===== config.mk =====
export PLATFORM = sky130hd
export DESIGN_NAME = sr_excite_driver
export DESIGN_NICKNAME = d
export VERILOG_FILES = /design/src/rtl/sr_drv_pkg.sv /design/src/rtl/sr_excite.sv /design/src/rtl/sr_excite_driver.sv
export SDC_FILE = /design/constraint.sdc
export NUM_CORES = 1
export LEC_CHECK = 0
export CORE_MARGIN = 2
export CORE_UTILIZATION = 51
export DETAILED_ROUTE_END_ITERATION = 8
export GPL_TIMING_DRIVEN = 0
export PLACE_DENSITY = 0.79
export SLEW_MARGIN = 20
export SYNTH_ARGS = -nofsm -noshare
export SYNTH_HDL_FRONTEND = slang
export SYNTH_SLANG_ARGS = --single-unit
export TNS_END_PERCENT = 30

===== constraint.sdc =====
create_clock -name clk -period 1.93 [get_ports clk]
set_input_delay 0.386 -clock clk [delete_from_list [all_inputs] [get_ports clk]]
set_output_delay 0.386 -clock clk [all_outputs]
set_load 0.005 [all_outputs]

===== src/rtl/sr_drv_pkg.sv =====
// Shared definitions for the SR flip-flop excitation driver.
// Contents: FSM state encoding, counter widths, per-bit excitation function.
// No ports; imported by sr_excite and sr_excite_driver.
package sr_drv_pkg;

  typedef enum logic [1:0] {
    ST_IDLE   = 2'd0,
    ST_DRIVE  = 2'd1,
    ST_SETTLE = 2'd2,
    ST_CHECK  = 2'd3
  } state_t;

  // Phase counter covers PULSE_CYC/SETTLE_CYC up to 15; retry counter covers 0..7.
  localparam int CNT_W   = 4;
  localparam int RETRY_W = 3;

  // Returns {s, r} for one bit. Only a bit that differs from its target is excited,
  // and S and R can never both be 1 because they depend on opposite values of tgt.
  function automatic logic [1:0] excite_bit(input logic tgt, input logic q);
    excite_bit = {tgt & ~q, ~tgt & q};
  endfunction

endpackage


===== src/rtl/sr_excite.sv =====
// Combinational per-bit S/R excitation and match check for a WIDTH-bit SR bank.
// Ports: tgt/q/qnot in (WIDTH), s/r out (WIDTH), pass out (1).
// pass requires Q equal to target and every Qnot the inverse of its Q.
module sr_excite
  import sr_drv_pkg::*;
#(
  parameter int WIDTH = 4
) (
  input  logic [WIDTH-1:0] tgt,
  input  logic [WIDTH-1:0] q,
  input  logic [WIDTH-1:0] qnot,
  output logic [WIDTH-1:0] s,
  output logic [WIDTH-1:0] r,
  output logic             pass
);

  always_comb begin
    s = '0;
    r = '0;
    for (int i = 0; i < WIDTH; i++) begin
      {s[i], r[i]} = excite_bit(tgt[i], q[i]);
    end
    // A bit with q == qnot is invalid feedback and must count as a mismatch.
    pass = (q == tgt) && (qnot == ~q);
  end

endmodule


===== src/rtl/sr_excite_driver.sv =====
// Drives a bank of gated SR flip-flops toward a requested Q pattern, with retries.
// Ports: clk, rst_n; req_valid/req_data/req_ready handshake; s_out/r_out to bank;
//        q_in/qnot_in feedback; busy level, done/err one-cycle pulses.
module sr_excite_driver
  import sr_drv_pkg::*;
#(
  parameter int WIDTH      = 4,
  parameter int PULSE_CYC  = 2,
  parameter int SETTLE_CYC = 1,
  parameter int MAX_RETRY  = 2
) (
  input  logic             clk,
  input  logic             rst_n,
  input  logic             req_valid,
  input  logic [WIDTH-1:0] req_data,
  output logic             req_ready,
  output logic [WIDTH-1:0] s_out,
  output logic [WIDTH-1:0] r_out,
  input  logic [WIDTH-1:0] q_in,
  input  logic [WIDTH-1:0] qnot_in,
  output logic             busy,
  output logic             done,
  output logic             err
);

  state_t             state, state_nxt;
  logic [CNT_W-1:0]   cnt, cnt_nxt;
  logic [RETRY_W-1:0] retry, retry_nxt;
  logic [WIDTH-1:0]   tgt, tgt_nxt;
  logic [WIDTH-1:0]   s_nxt, r_nxt;
  logic               done_nxt, err_nxt;

  logic [WIDTH-1:0]   exc_s, exc_r;
  logic               pass;

  sr_excite #(.WIDTH(WIDTH)) u_excite (
    .tgt  (tgt),
    .q    (q_in),
    .qnot (qnot_in),
    .s    (exc_s),
    .r    (exc_r),
    .pass (pass)
  );

  assign req_ready = (state == ST_IDLE);
  assign busy      = (state != ST_IDLE);

  always_ff @(posedge clk) begin
    if (!rst_n) begin
      state <= ST_IDLE;
      cnt   <= '0;
      retry <= '0;
      tgt   <= '0;
      s_out <= '0;
      r_out <= '0;
      done  <= 1'b0;
      err   <= 1'b0;
    end else begin
      state <= state_nxt;
      cnt   <= cnt_nxt;
      retry <= retry_nxt;
      tgt   <= tgt_nxt;
      s_out <= s_nxt;
      r_out <= r_nxt;
      done  <= done_nxt;
      err   <= err_nxt;
    end
  end

  always_comb begin
    state_nxt = state;
    cnt_nxt   = cnt;
    retry_nxt = retry;
    tgt_nxt   = tgt;
    s_nxt     = s_out;
    r_nxt     = r_out;
    done_nxt  = 1'b0;
    err_nxt   = 1'b0;

    case (state)
      ST_IDLE: begin
        if (req_valid) begin
          tgt_nxt   = req_data;
          retry_nxt = '0;
          cnt_nxt   = '0;
          state_nxt = ST_DRIVE;
        end
      end

      // cnt==0 is the entry cycle: excitation is computed from the live Q and
      // registered at its end, so the bank sees it for cnt=1..PULSE_CYC.
      ST_DRIVE: begin
        if (cnt == '0) begin
          s_nxt   = exc_s;
          r_nxt   = exc_r;
          cnt_nxt = cnt + CNT_W'(1);
        end else if (cnt == CNT_W'(PULSE_CYC)) begin
          s_nxt     = '0;
          r_nxt     = '0;
          cnt_nxt   = '0;
          state_nxt = ST_SETTLE;
        end else begin
          cnt_nxt = cnt + CNT_W'(1);
        end
      end

      ST_SETTLE: begin
        if (cnt == CNT_W'(SETTLE_CYC - 1)) begin
          cnt_nxt   = '0;
          state_nxt = ST_CHECK;
        end else begin
          cnt_nxt = cnt + CNT_W'(1);
        end
      end

      ST_CHECK: begin
        if (pass) begin
          done_nxt  = 1'b1;
          state_nxt = ST_IDLE;
        end else if (retry < RETRY_W'(MAX_RETRY)) begin
          retry_nxt = retry + RETRY_W'(1);
          cnt_nxt   = '0;
          state_nxt = ST_DRIVE;
        end else begin
          err_nxt   = 1'b1;
          state_nxt = ST_IDLE;
        end
      end

      default: state_nxt = ST_IDLE;
    endcase
  end

endmodule


Yosys cells after proc, flatten, opt, wreduce, memory -nomap -nowiden
Index checks and enable logic that the tools add are counted.
Widths: inputs -> output; s select.
{ "totals": {"input_bits": 15, "regBits": 23, "output_inout_bits": 12} }
{ "classes": {"n_eq_ne": 12, "n_lt_le_gt_ge": 1, "muxes": 23, "bitwise": 19, "n_addsub": 2, "reduce_logical": 13} }
{ "ops": {"columns": ["op", "n"], "rows": [
  ["$mux 4", 9],
  ["$pmux 4 s4", 1],
  ["$ne 2x2->1 const B", 6],
  ["$not 1->1", 10],
  ["$mux 3", 3],
  ["$and 1x1->1", 8],
  ["$eq 4x4->1", 2],
  ["$mux 2", 4],
  ["$pmux 2 s4", 1],
  ["$reduce_and 4->1", 2],
  ["$pmux 3 s2", 1],
  ["$reduce_and 2->1", 3],
  ["$reduce_bool 2->1", 3],
  ["$add 4x1->4 const B", 1],
  ["$eq 2x2->1 const B", 2],
  ["$eq 4x2->1 const B", 1],
  ["$logic_not 4->1", 1],
  ["$mux 1", 4],
  ["$not 4->4", 1],
  ["$add 3x1->3 const B", 1],
  ["$lt 3x2->1 const B", 1],
  ["$reduce_and 3->1", 1],
  ["$reduce_or 3->1", 1],
  ["$eq 2x1->1 const B", 1],
  ["other kinds (2)", 2]
]} }

Logic depth before layout (Yosys ltp)
{ "logic_depth": {"ltp_word": 5, "ltp_mapped": 7} }

Hierarchy
From an unflattened synthesis, not the netlist that was laid out.
{ "hier_totals": {"hier_cells": 146, "area_unflattened_um2": 1272.5} }
{ "modules_own_cells": {"columns": ["mod", "seq_area_each_um2", "cells_each", "instances", "area_per_inst_um2"], "rows": [
  ["sr_excite_driver", 460.4, 123, 1, 1086.0],
  ["sr_excite", 0.0, 23, 1, 186.4]
]} }

Worst setup path after synthesis
OpenSTA, ideal clock, no wires.
{ "synth_timing": {"path_type": "register to register", "from": "register state[1]", "to": "register cnt[3]", "synth_period_minus_slack_ns": 1.748, "setup_slack_ns": 0.182, "stages_incl_launch_ff": 8, "t_arrival_ns": 1.619, "setup_time_ns": 0.129, "n_path_buf": 1, "cell_sequence": "dfxtp_1 -> inv_1 -> ha_1 -> or4b_4 -> and2_4 -> buf_6 -> a31oi_1 -> o211ai_1"} }
{ "synth_between": {"elab_chain_len": 3, "word_cells_on_any_way": 9, "cone_classes": "eq/ne (6); mux (1); reduce/logical (2)"} }
{ "synth_rtl": {"columns": ["item", "line", "source"], "rows": [
  ["start: declaration", "sr_excite_driver.sv:26", "state_t state, state_nxt;"],
  ["start signal: assignment", "sr_excite_driver.sv:59", "state <= state_nxt;"],
  ["$eq 2x2->1 / $logic_not 2->1 (equally long branches)", "sr_excite_driver.sv:80", "case (state)"],
  ["$ne 2x2->1 (no line)", null, null],
  ["$reduce_and 3->1 (no line)", null, null],
  ["end signal: assignment", "sr_excite_driver.sv:60", "cnt <= cnt_nxt;"],
  ["end: declaration", "sr_excite_driver.sv:27", "logic [CNT_W-1:0] cnt, cnt_nxt;"]
]} }
Several ways; a longest one is shown, not always the timed one.
A chain may end at the register's enable or synchronous reset.

Worst setup path in the final report
{ "layout_timing": {"from": "register cnt[0]", "to": "register state[0]"} }
{ "layout_between": {"elab_chain_len": 3, "word_cells_on_any_way": 6, "cone_classes": "eq/ne (4); reduce/logical (2)"} }
{ "layout_rtl": {"columns": ["item", "line"], "rows": [
  ["$eq 4x2->1 / $logic_not 4->1 (equally long branches)", "sr_excite_driver.sv:97, sr_excite_driver.sv:93, sr_excite_driver.sv:108"],
  ["$ne 2x2->1 (no line)", null],
  ["$reduce_and 4->1 (no line) (*)", null]
]} }
Mark *: on every way between the ends. The rest lies on a longest branch, timed or not.

==> flow_summary.rst <==
.. list-table::
   :header-rows: 1

   * - Metric
     - Value
   * - Result of the run
     - finished, final reports clean
   * - Synthesized area per cell
     - 8.62 sq um
   * - Reg2reg start
     - cnt[0]$_SDFFE_PN0P_
   * - Overall fraction of global-route tracks in use
     - 0.214
   * - DR WL/cell
     - 14.2 um
   * - Area of the mapped netlist
     - 1380 sq um
   * - FMAX
     - 528 MHz
   * - Antenna Diode Count
     - 0
   * - Worst setup path startpoint
     - cnt[0]$_SDFFE_PN0P_
   * - Count of clock tree sinks
     - 23
   * - Final Slew Violations
     - 0
   * - Register area
     - 463 sq um
   * - Total area of multi-input combinational cells
     - 865 sq um
   * - Routed wire length
     - between 3000 and 4000 um
   * - Post-route fraction of the period consumed by the critical path
     - 0.982
   * - Max-cap check violation count
     - 0
   * - Category of the most critical setup path
     - reg2reg
   * - Maximum vdd ir drop
     - 634 uV
   * - CP Max Fanout
     - 4
   * - Number of buffers on the longest clock path
     - 2
   * - First-pass DRT Iterations
     - 4
   * - Routed vias/inst
     - about 5.8
   * - Transition time of the tightest slew-check pin
     - 685 ps
   * - Maximum number of pins on one net before global-route repair
     - 14
   * - Hold Worst Slack
     - roughly 480 ps
   * - H-tree levels
     - 1
   * - Drt first-iter violations
     - 40
   * - Placed insts
     - 216
   * - R2r setup slk
     - 40 ps
   * - Wire length of the first global-routing pass
     - 5400 um
   * - DRT antenna net count
     - 0
   * - Cell variety after synth
     - 35
   * - Count of buffers from port buffering
     - 26
   * - Die Height
     - 56.0 um
   * - Core footprint
     - 2520 sq um
   * - Worst clock skew
     - 1.00 ps
   * - Full die area
     - 3140 sq um
   * - CTS tree
     - built
   * - Yosys warning total
     - 0
   * - Inserted Clock Buffers
     - 3
   * - IO Pins
     - 27
   * - Final Setup Violations
     - 0
   * - Type of the worst min-delay path
     - reg2reg
   * - Source-to-sink clock delay at the later pin of the worst-skew pair
     - just over 300 ps
   * - Remaining design rule violation count
     - 0
   * - Horiz. Die Dim
     - ~56 um
   * - Crit. End Element
     - register
   * - Starting Density
     - 0.547
   * - Cell area after placement
     - about 1700 sq um
   * - Filler cell count
     - 207
   * - Synth Register Bits
     - 23
   * - Most frequent cells in the layout
     - 21 x dfxtp_1, 21 x clkdlybuf4s50_1, 15 x ha_1, 14 x nor2_1
   * - Net count of the finished layout
     - approximately 230
   * - Number of hold-slack violations in the final timing report
     - 0
   * - Vias in the first global route
     - between 1000 and 1500
   * - Hold_sp
     - retry[0]$_SDFFE_PN0P_
   * - Worst slew slack as a fraction of its limit
     - 0.541
   * - Post-route cell area
     - 1780 sq um
   * - Sequential fraction of the synthesis area
     - 0.334
   * - GP Congestion
     - 0.829
   * - Detailed-placement wirelength estimate
     - 2420 um
   * - Overall power
     - approximately 0.0017 W
   * - Synthesized netlist net count
     - 192
   * - Antenna violations before repair
     - 0
   * - CP Data Required Time
     - around 2200 ps
   * - Leak Pwr
     - 0.773 nW
   * - Non-filler cells, final
     - 224
   * - Hold-fix buffers at CTS
     - 0
   * - Ratio of cells with drive above 1 in the final layout
     - 0.134
   * - Synthesis-to-layout area growth
     - 29.1%
   * - Clock input transition at the sequential cells of the worst setup and hold paths
     - 130 ps
   * - Power per unit of standard cell area
     - 977 nW/um^2
   * - Clk Tree Root Cell
     - clkbuf_4
   * - Floorplan row count
     - 18
   * - Synth Instances
     - 160
   * - Number of vias after detailed routing
     - 1296
   * - Setup repair after global routing missed its margin
     - yes
   * - Data arrival time of the critical path
     - 2110 ps
   * - Period minus WS final
     - 1890 ps
   * - Final global-route overflow total
     - 0
   * - Type of element launching the critical path
     - register
stage by stage:
step	utilization	setup TNS [ps]	setup slack, ps
5_1_grt	0.706	-57.1	-57.1
3_3_place_gp	0.665	-3240	-554
2_1_floorplan	-	0	182
6_report	0.706	0	35.6
3_5_place_dp	0.665	-3520	-595
4_1_cts	0.695	-57.6	-42.0
area by class of cell:
type	instances	area share
buffer	5	0.0204
clock buffer	3	0.0126
clock inverter	1	0.00281
inverter	14	0.0295
multi-input combinational	118	0.486
sequential	23	0.260
tap	30	0.0211
timing repair buffer	30	0.168
metal layers:
metal	wire (um)	GRT usage	vias to the layer above
li1	-	-	637
met1	1300	0.236	598
met2	1620	0.398	49
met3	177	0.0326	12
met4	92	0.0952	0
met5	0	0	-
final timing paths:
| path | endpoint | cells past startpoint |
|---|---|---|
| worst max-delay path | state[0]$_SDFFE_PN0P_ | 6 |
| worst min-delay path | retry[0]$_SDFFE_PN0P_ | 2 |
| worst max register to register | state[0]$_SDFFE_PN0P_ | 6 |
| worst min register to register | retry[0]$_SDFFE_PN0P_ | 2 |
flip-flops by register name, indices dropped and copies added, names as in the netlist:
name,count
r_out,4
state,2
tgt,4
cnt,4
done,1
err,1
s_out,4
retry,3
repair_timing:
action / 4_1_cts / 5_1_grt
buffers inserted: 4 / 0
pin swaps: 1 / 3
setup endpoints to repair: 8 / 8
resized for setup: 9 / 8
cells by family after synthesis:
logic type,after synthesis,share of synthesized area
AO/OA/AOI/OAI,36,0.179
XOR/XNOR,4,0.0254
adder cells (fa/ha/maj),17,0.154
buffers and inverters,19,0.0572
flip-flops,23,0.334
multiplexers,3,0.0218
AND/OR/NAND/NOR,58,0.229
synthesized netlist by cell type:
master | count | area (sq um)
nand3_1 | 7 | 35.0
or2_2 | 1 | 6.26
and2_1 | 3 | 18.8
a21oi_1 | 11 | 55.1
buf_6 | 1 | 11.3
inv_1 | 14 | 52.6
nand2b_1 | 1 | 6.26
o21a_1 | 1 | 7.51
nand2_1 | 13 | 48.8
o21a_2 | 1 | 8.76
ha_1 | 17 | 213
or4b_4 | 2 | 27.5
o21ai_0 | 1 | 5.00
a41o_1 | 1 | 10.0
nor3b_1 | 3 | 22.5
o21ai_1 | 1 | 5.00
mux2i_1 | 3 | 30.0
o31a_1 | 1 | 8.76
and3_1 | 1 | 6.26
or2b_1 | 1 | 7.51
nor2_1 | 14 | 52.6
o211a_1 | 2 | 20.0
nor3_1 | 1 | 5.00
dfxtp_1 | 23 | 460
a211oi_1 | 2 | 15.0
a22oi_1 | 8 | 60.1
a31oi_1 | 2 | 12.5
clkbuf_1 | 4 | 15.0
a31o_2 | 1 | 8.76
nand4_1 | 7 | 43.8
and2_4 | 1 | 8.76
nor3_2 | 2 | 20.0
o211ai_1 | 4 | 30.0
xnor2_1 | 4 | 35.0
nor2b_1 | 1 | 6.26
where the power goes:
group	internal (W)	switching (W)	leakage [nW]
logic	0.000435	0.000483	0.568
registers	0.000548	0.0000430	0.188
clock network	0.0000775	0.000153	0.0177
worst max-delay path, stage by stage (launching register included):
cell and delay, ps:
dfxtp_1 400, inv_1 90, ha_1 240, or4b_4 500, o211ai_1 230, a21oi_1 100, o31a_1 230
No activity file was read; power rests on OpenSTA's default activity.
